File: src/rtl/oversample_tx_pkg.sv
// oversample_tx_pkg: frame geometry and FSM encoding shared by the oversampled UART transmitter and receiver.
package oversample_tx_pkg;
    localparam int SAMPLES_PER_BIT = 8;
    localparam int DATA_BITS = 8;
    localparam int FRAME_BITS = 10;
    typedef enum logic [1:0] {IDLE, START, DATA, STOP} state_t;
endpackage

File: src/rtl/oversample_tx_if.sv
// oversample_tx_if: byte handshake between a producer and the transmitter.
interface oversample_tx_if;
    logic [7:0] data;
    logic valid;
    logic ready;
    modport master (output data, valid, input ready);
    modport slave (input data, valid, output ready);
endinterface

File: src/rtl/oversample_tx_sample_tick.sv
// sample_tick: divides clk by CLKS_PER_SAMPLE into a one-cycle tick; clr restarts the slot.
module sample_tick #(
    parameter int CLKS_PER_SAMPLE = 4
) (
    input  logic clk,
    input  logic rst_n,
    input  logic clr,
    output logic tick
);
    logic [7:0] cnt;
    assign tick = cnt == 8'(CLKS_PER_SAMPLE - 1);
    always_ff @(posedge clk or negedge rst_n) begin
        if (!rst_n) cnt <= '0;
        else cnt <= (clr || tick) ? 8'd0 : cnt + 8'd1;
    end
endmodule

File: src/rtl/oversample_tx.sv
// oversample_tx: 8N1 serial transmitter, each line bit held for 8 sample slots of CLKS_PER_SAMPLE clocks.
module oversample_tx
    import oversample_tx_pkg::*;
#(
    parameter int CLKS_PER_SAMPLE = 4
) (
    input  logic clk,
    input  logic rst_n,
    oversample_tx_if.slave link,
    output logic tx,
    output logic busy
);
    state_t state, state_nx;
    logic [2:0] scnt, bidx;
    logic [7:0] sh;
    logic tick, bit_end, accept, clr, tx_nx;

    assign link.ready = state == IDLE;
    assign busy = state != IDLE;
    assign accept = link.valid && link.ready;
    assign bit_end = tick && scnt == 3'(SAMPLES_PER_BIT - 1);
    // counters restart on every state entry so each bit gets its full length
    assign clr = state == IDLE || state_nx != state;

    sample_tick #(.CLKS_PER_SAMPLE(CLKS_PER_SAMPLE)) u_tick (
        .clk(clk),
        .rst_n(rst_n),
        .clr(clr),
        .tick(tick)
    );

    always_comb begin
        state_nx = state;
        unique case (state)
            IDLE: state_nx = accept ? START : IDLE;
            START: state_nx = bit_end ? DATA : START;
            DATA: state_nx = (bit_end && bidx == 3'(DATA_BITS - 1)) ? STOP : DATA;
            STOP: state_nx = bit_end ? IDLE : STOP;
            default: state_nx = IDLE;
        endcase
        tx_nx = state_nx == START ? 1'b0 :
                state_nx == DATA ? ((state == DATA && bit_end) ? sh[1] : sh[0]) : 1'b1;
    end

    always_ff @(posedge clk or negedge rst_n) begin
        if (!rst_n) begin
            state <= IDLE;
            tx <= 1'b1;
        end else begin
            state <= state_nx;
            tx <= tx_nx;
        end
    end

    always_ff @(posedge clk or negedge rst_n) begin
        if (!rst_n) begin
            scnt <= '0;
            bidx <= '0;
            sh <= '0;
        end else begin
            scnt <= clr ? 3'd0 : tick ? scnt + 3'd1 : scnt;
            bidx <= state != DATA ? 3'd0 : bit_end ? bidx + 3'd1 : bidx;
            sh <= accept ? link.data : (state == DATA && bit_end) ? sh >> 1 : sh;
        end
    end
endmodule
File: src/flat_wrapper.sv
// flat-port wrapper written by rule: the top's interface ports become plain ports
module oversample_tx_flat import oversample_tx_pkg::*;
#(
    parameter int CLKS_PER_SAMPLE = 4
)
  (clk, rst_n, tx, busy, link_data, link_valid, link_ready);
  oversample_tx_if link_i ();
  input  logic clk;
  input  logic rst_n;
  output logic tx;
  output logic busy;
  input wire logic [$bits(link_i.data)-1:0] link_data;
  input wire logic [$bits(link_i.valid)-1:0] link_valid;
  output wire logic [$bits(link_i.ready)-1:0] link_ready;
  assign link_i.data = link_data;
  assign link_i.valid = link_valid;
  assign link_ready = link_i.ready;
  oversample_tx #(.CLKS_PER_SAMPLE(CLKS_PER_SAMPLE)) u_core (.clk(clk), .rst_n(rst_n), .link(link_i), .tx(tx), .busy(busy));
endmodule
File: config.mk
export PLATFORM = sky130hd
export DESIGN_NAME = oversample_tx_flat
export DESIGN_NICKNAME = d
export VERILOG_FILES = /design/src/rtl/oversample_tx_pkg.sv /design/src/rtl/oversample_tx_if.sv /design/src/rtl/oversample_tx_sample_tick.sv /design/src/rtl/oversample_tx.sv /design/src/flat_wrapper.sv
export SDC_FILE = /design/constraint.sdc
export NUM_CORES = 1
export LEC_CHECK = 0
export ABC_AREA = 1
export BUFFER_PORTS_ARGS = -buffer_cell sky130_fd_sc_hd__buf_4
export CORE_UTILIZATION = 55
export CTS_CLUSTER_DIAMETER = 40
export CTS_CLUSTER_SIZE = 10
export DETAILED_ROUTE_END_ITERATION = 16
export PLACE_DENSITY = 0.75
export SLEW_MARGIN = 30
export SYNTH_ARGS = -nofsm -noshare
export SYNTH_HDL_FRONTEND = slang
export SYNTH_SLANG_ARGS = --single-unit
File: constraint.sdc
create_clock -name clk -period 1.8 [get_ports clk]
set_input_delay 0.45 -clock clk [delete_from_list [all_inputs] [get_ports clk]]
set_output_delay 0.45 -clock clk [all_outputs]
set_load 0.1 [all_outputs]
After elaboration in Yosys (flattened, before gate mapping)
Index checks and enable logic that the tools add are counted.

$add $sub $neg: 3. Divide/modulo/power cells: 0. Muxes and demuxes: 15. Order comparisons: 0. $mul: 0. Reduce and logical (&&, ||, !) cells: 11. Bitwise gates (word level): 0. Eq/ne operators: 10. Shifts and indexed selects: 0.

Operator list (count): $mux W8 (3); $mux W3 (4); $add A8 B1 Y8 const B (1); $eq A8 B2 Y1 const B (1); $pmux W2 S4 (1); $reduce_bool A2 Y1 (4); $add A3 B1 Y3 const B (2); $eq A2 B2 Y1 const B (3); $eq A3 B3 Y1 const B (2); $mux W1 (5); $eq A2 B1 Y1 const B (2); $logic_and A1 B1 Y1 (4); $mux W2 (2); $logic_not A2 Y1 (1); $logic_or A1 B1 Y1 (2); $ne A2 B2 Y1 (1); $ne A2 B2 Y1 const B (1).

Logic and storage cells: 45. ROM bits: 0. Bits of input ports: 11. Memories: 0. Output and inout bits: 3. Register bits after elaboration: 25. Bits in latches: 0. Memory bits (writable): 0.

Depth between registers and ports, before layout
Depth in word-level cells: 9. Mapped depth: 12. Mapped depth without buffers: 12.

By module
Synthesis repeated with hierarchy kept, for this count alone.

Cell total of the unflattened synthesis: 157. Area total of the unflattened synthesis: 1310.0 sq um.

By module, submodules not included: oversample_tx (times used 1, cells each 98, area an instance 855.8 sq um); sample_tick (times used 1, cells each 59, area an instance 454.2 sq um).

Worst setup path after synthesis
OpenSTA, ideal clock, no wires.

Path kind: register to output. From: register u_core.state[0]. To: output port busy. Cell stages (with the launch flop): 3. Arrival time: 2051 ps. Setup slack: -701 ps. Required time: 1350 ps. Path buffers: 0. Cells stage by stage: dfrtp_1 -> nor2_2 -> inv_1.

Cells in the longest elaborated chain, start to end: 1.

RTL lines: start, declared (RTL line oversample_tx.sv:13) `state_t state, state_nx;`; start signal, assigned (RTL line oversample_tx.sv:50) `state <= state_nx;`; $reduce_bool A2 Y1 (RTL line oversample_tx.sv:19) `assign busy = state != IDLE;`; end, declared (RTL line flat_wrapper.sv:11) `output logic busy;`.

No other way between the ends.

Final worst setup path
From: register u_core.state[0]. To: output port link_ready.

Cells in the longest elaborated chain, start to end: 1.

RTL lines: $logic_not A2 Y1 (RTL line oversample_tx.sv:18) `assign link.ready = state == IDLE;`; end, declared (RTL line flat_wrapper.sv:14) `output wire logic [$bits(link_i.ready)-1:0] link_ready;`.

No other way between the ends.

==> flow_metrics.env <==
export IMPL_outcome="finished, final reports clean"
export IMPL_max_freq_ghz=0.5758
export IMPL_cp_data_arrival_time_ns=1.29
export IMPL_cp_end_kind="output pin"
export IMPL_area_growth_synth_to_final_pct=13.74
export IMPL_wl_per_cell_um=11.94
export IMPL_ys_ff_latch=25
export IMPL_pre_cts_ws_ns=0.1355
export IMPL_cp_start_kind="flop"
export IMPL_wl_met2_um=1193
export IMPL_grt_pass1_wl_um=4160
export IMPL_synth_xor_area_share_pct=2.654
export IMPL_cts_tree="yes"
export IMPL_multi_input_area_um2=636.9
export IMPL_clock_sinks=25
export IMPL_rows=17
export IMPL_dp_cells=193
export IMPL_hpwl_um=1797
export IMPL_r2r_start="u_core.scnt[0]"
export IMPL_cts_max_level=1
export IMPL_syn_area_per_cell_um2=8.684
export IMPL_synth_compound_area_share_pct=5.213
export IMPL_met1Wirelength_um=1087
export IMPL_instances_no_fill=198
export IMPL_slew_headroom_pct=72.14
export IMPL_crit_chain="nor2_4 > buf_4"
export IMPL_clk_pin_slew_ns=0.13
export IMPL_max_stage_delay_ns=0.51
export IMPL_grt_ovfl_total=0
export IMPL_synth_area_top_cells="dfrtp_1 (45%), nand2_1 (11%), nand3_1 (6.4%)"
export IMPL_gp_congestion=0.7618
export IMPL_synth_area_mux_share_pct=0
export IMPL_slew_violations=0
export IMPL_coreArea_um2=2233
export IMPL_ir_drop_mv=0.4778
export IMPL_antennaDiodeCount=0
export IMPL_synth_area_leader_cell="dfrtp_1"
export IMPL_die_y_um=50.99
export IMPL_fin_nets=187
export IMPL_drt_initial_drc_count=26
export IMPL_clock_root_buffer="clkbuf_4"
export IMPL_cts_hold_buffers=0
export IMPL_dieArea_um2=2600
export IMPL_reg2reg_depth=7
export IMPL_wl_met3_um=65
export IMPL_via_per_inst=5.162
export IMPL_rrSetupSlack_ns=0.11
export IMPL_min_path_type="in -> async"
export IMPL_ys_warnings_count=0
export IMPL_fin_ws_ns=0.06329
export IMPL_crit_cells=2
export IMPL_floorplan_initialDensity_pct=59.10
export IMPL_grt_max_degree=26
export IMPL_synth_top_family_by_area="simple AND/OR/NAND/NOR gates"
export IMPL_leakagePower_nw=0.7658
export IMPL_routed_wirelength_um=2364
export IMPL_syn_num_nets=168
export IMPL_cts_buffers=3
export IMPL_power_total_uw=837.4
export IMPL_holdWs_ns=0.01217
export IMPL_seq_area_um2=626.9
export IMPL_required_ns=1.35
export IMPL_critPathKind="reg -> out"
export IMPL_fin_crit_sh_pct=96.48
export IMPL_synth_distinct_cells=23
export IMPL_tightest_slew_ns=0.4147
export IMPL_hold_viol=0
export IMPL_crit_fanout=6
export IMPL_topRoutingLayerUsed="met4"
export IMPL_cp_top_family="flip-flops"
export IMPL_path_buf_inv=1
export IMPL_netlist_instances=152
export IMPL_dr_total_vias=1022
export IMPL_setup_violations=0
export IMPL_fin_skew_ns=0.002596
export IMPL_synthAdderAreaFrac_pct=4.739
export IMPL_antenna_left=0
export IMPL_grt_pass1_vias=1008
export IMPL_cts_buffer_depth=2
export IMPL_yosys_area_share_simple_pct=34.50
export IMPL_drive_above_1_share_pct=28.24
export IMPL_maxCapViolations=0
export IMPL_drc_errors=0
export IMPL_n_fill_cell=194
export IMPL_ios=14
export IMPL_io_buffers=13
export IMPL_worstReg2RegEnd="u_core.bidx[0]"
export IMPL_startpoint="u_core.state[0]"
export IMPL_clock_latency_ns=0.31
export IMPL_power_density_nw_per_um2=557.8
export IMPL_ys_seq_area_share_pct=47.49
export IMPL_die_width_um=50.99
export IMPL_dr_pass1_iters=4
export IMPL_slowest_stage="dfrtp_1"
export IMPL_grt_antenna_before_repair=0
export IMPL_track_usage_pct=21.78
export IMPL_post_route_min_period_ns=1.737
export IMPL_syn_area_um2=1320
export IMPL_synth_top_area_share_pct=45.50
[worst max-delay path by stage]
stage,to,slack [ns]
6_report,link_ready,0.06
3_3_place_gp,u_core.tx,0.19
2_1_floorplan,busy,-0.24
3_5_place_dp,u_core.u_tick.cnt[7],0.14
5_1_grt,u_core.u_tick.cnt[2],-0.008
4_1_cts,link_ready,0.04
[logic make-up after synthesis]
| family | after synthesis |
|---|---|
| buf+inv | 19 |
| compound gates | 11 |
| simple gates | 88 |
| xor+xnor | 4 |
| flops | 25 |
| fa+ha+maj | 5 |
[state kept, by name, indices dropped and copies added, names as in the netlist]
name	flops
u_core.sh	8
u_core.scnt	3
u_core.u_tick.cnt	8
u_core.state	2
u_core.tx	1
u_core.bidx	3
[per-layer routing]
| layer | vias up | track usage [%] |
|---|---|---|
| li1 | 524 | - |
| met5 | - | 0 |
| met2 | 16 | 38.16 |
| met3 | 2 | 3.571 |
| met1 | 480 | 27.12 |
| met4 | 0 | 6.944 |
[where the power goes]
group          total [mW]  switching, mW  internal, mW  leakage (nW)
Combinational      0.0266         0.0131        0.0136         0.430
Clock               0.249          0.163        0.0865        0.0150
Sequential          0.562              0         0.562         0.321
Total               0.837          0.176         0.662         0.766
[cell usage in the layout (no fill, tap or decap), drive strengths merged, types with 4 or more instances in the layout]
cell type	Yosys	final
nand3	18	18
a22oi	4	4
inv	19	19
o21ai	6	6
nand2	43	43
clkbuf	0	4
dfrtp	24	24
ha	5	5
buf	0	14
nor2	23	23
[final cells by class]
cell class	count	area share (%)
clock buffer	4	1.750
inverter	19	4.750
timing repair buffer	14	7.000
tap	28	2.333
multi-input combinational	108	42.42
sequential	25	41.75
[stage by stage]
stage	utilization (%)	setup TNS (ns)	area [um2]
after floorplan	-	-0.2965	1325
after global placement	65.27	0	1458
after detailed placement	65.27	0	1458
after CTS	66.44	0	1484
after global routing	67.23	-0.008239	1501
final	67.23	0	1501
[cells in the mapped netlist]
cell,count
o21ai_0,3
nand4_4,1
ha_1,5
nor2_4,2
dfstp_2,1
xor2_1,2
xnor2_1,2
a21oi_1,1
nor2_1,9
dfrtp_1,24
nand2_4,3
nor2_2,12
o21ai_2,1
a22oi_1,4
o21ai_1,2
inv_1,13
nand4_1,1
inv_2,6
nand2_1,37
nor3_1,2
nand3_2,1
nand2_2,3
nand3_1,17
[what timing repair did]
action | in CTS | in global routing
buffers inserted | 0 | 1
endpoints found under the setup margin | 0 | 16
gates resized for setup | 0 | 2
(Power assumes the default switching activity.)
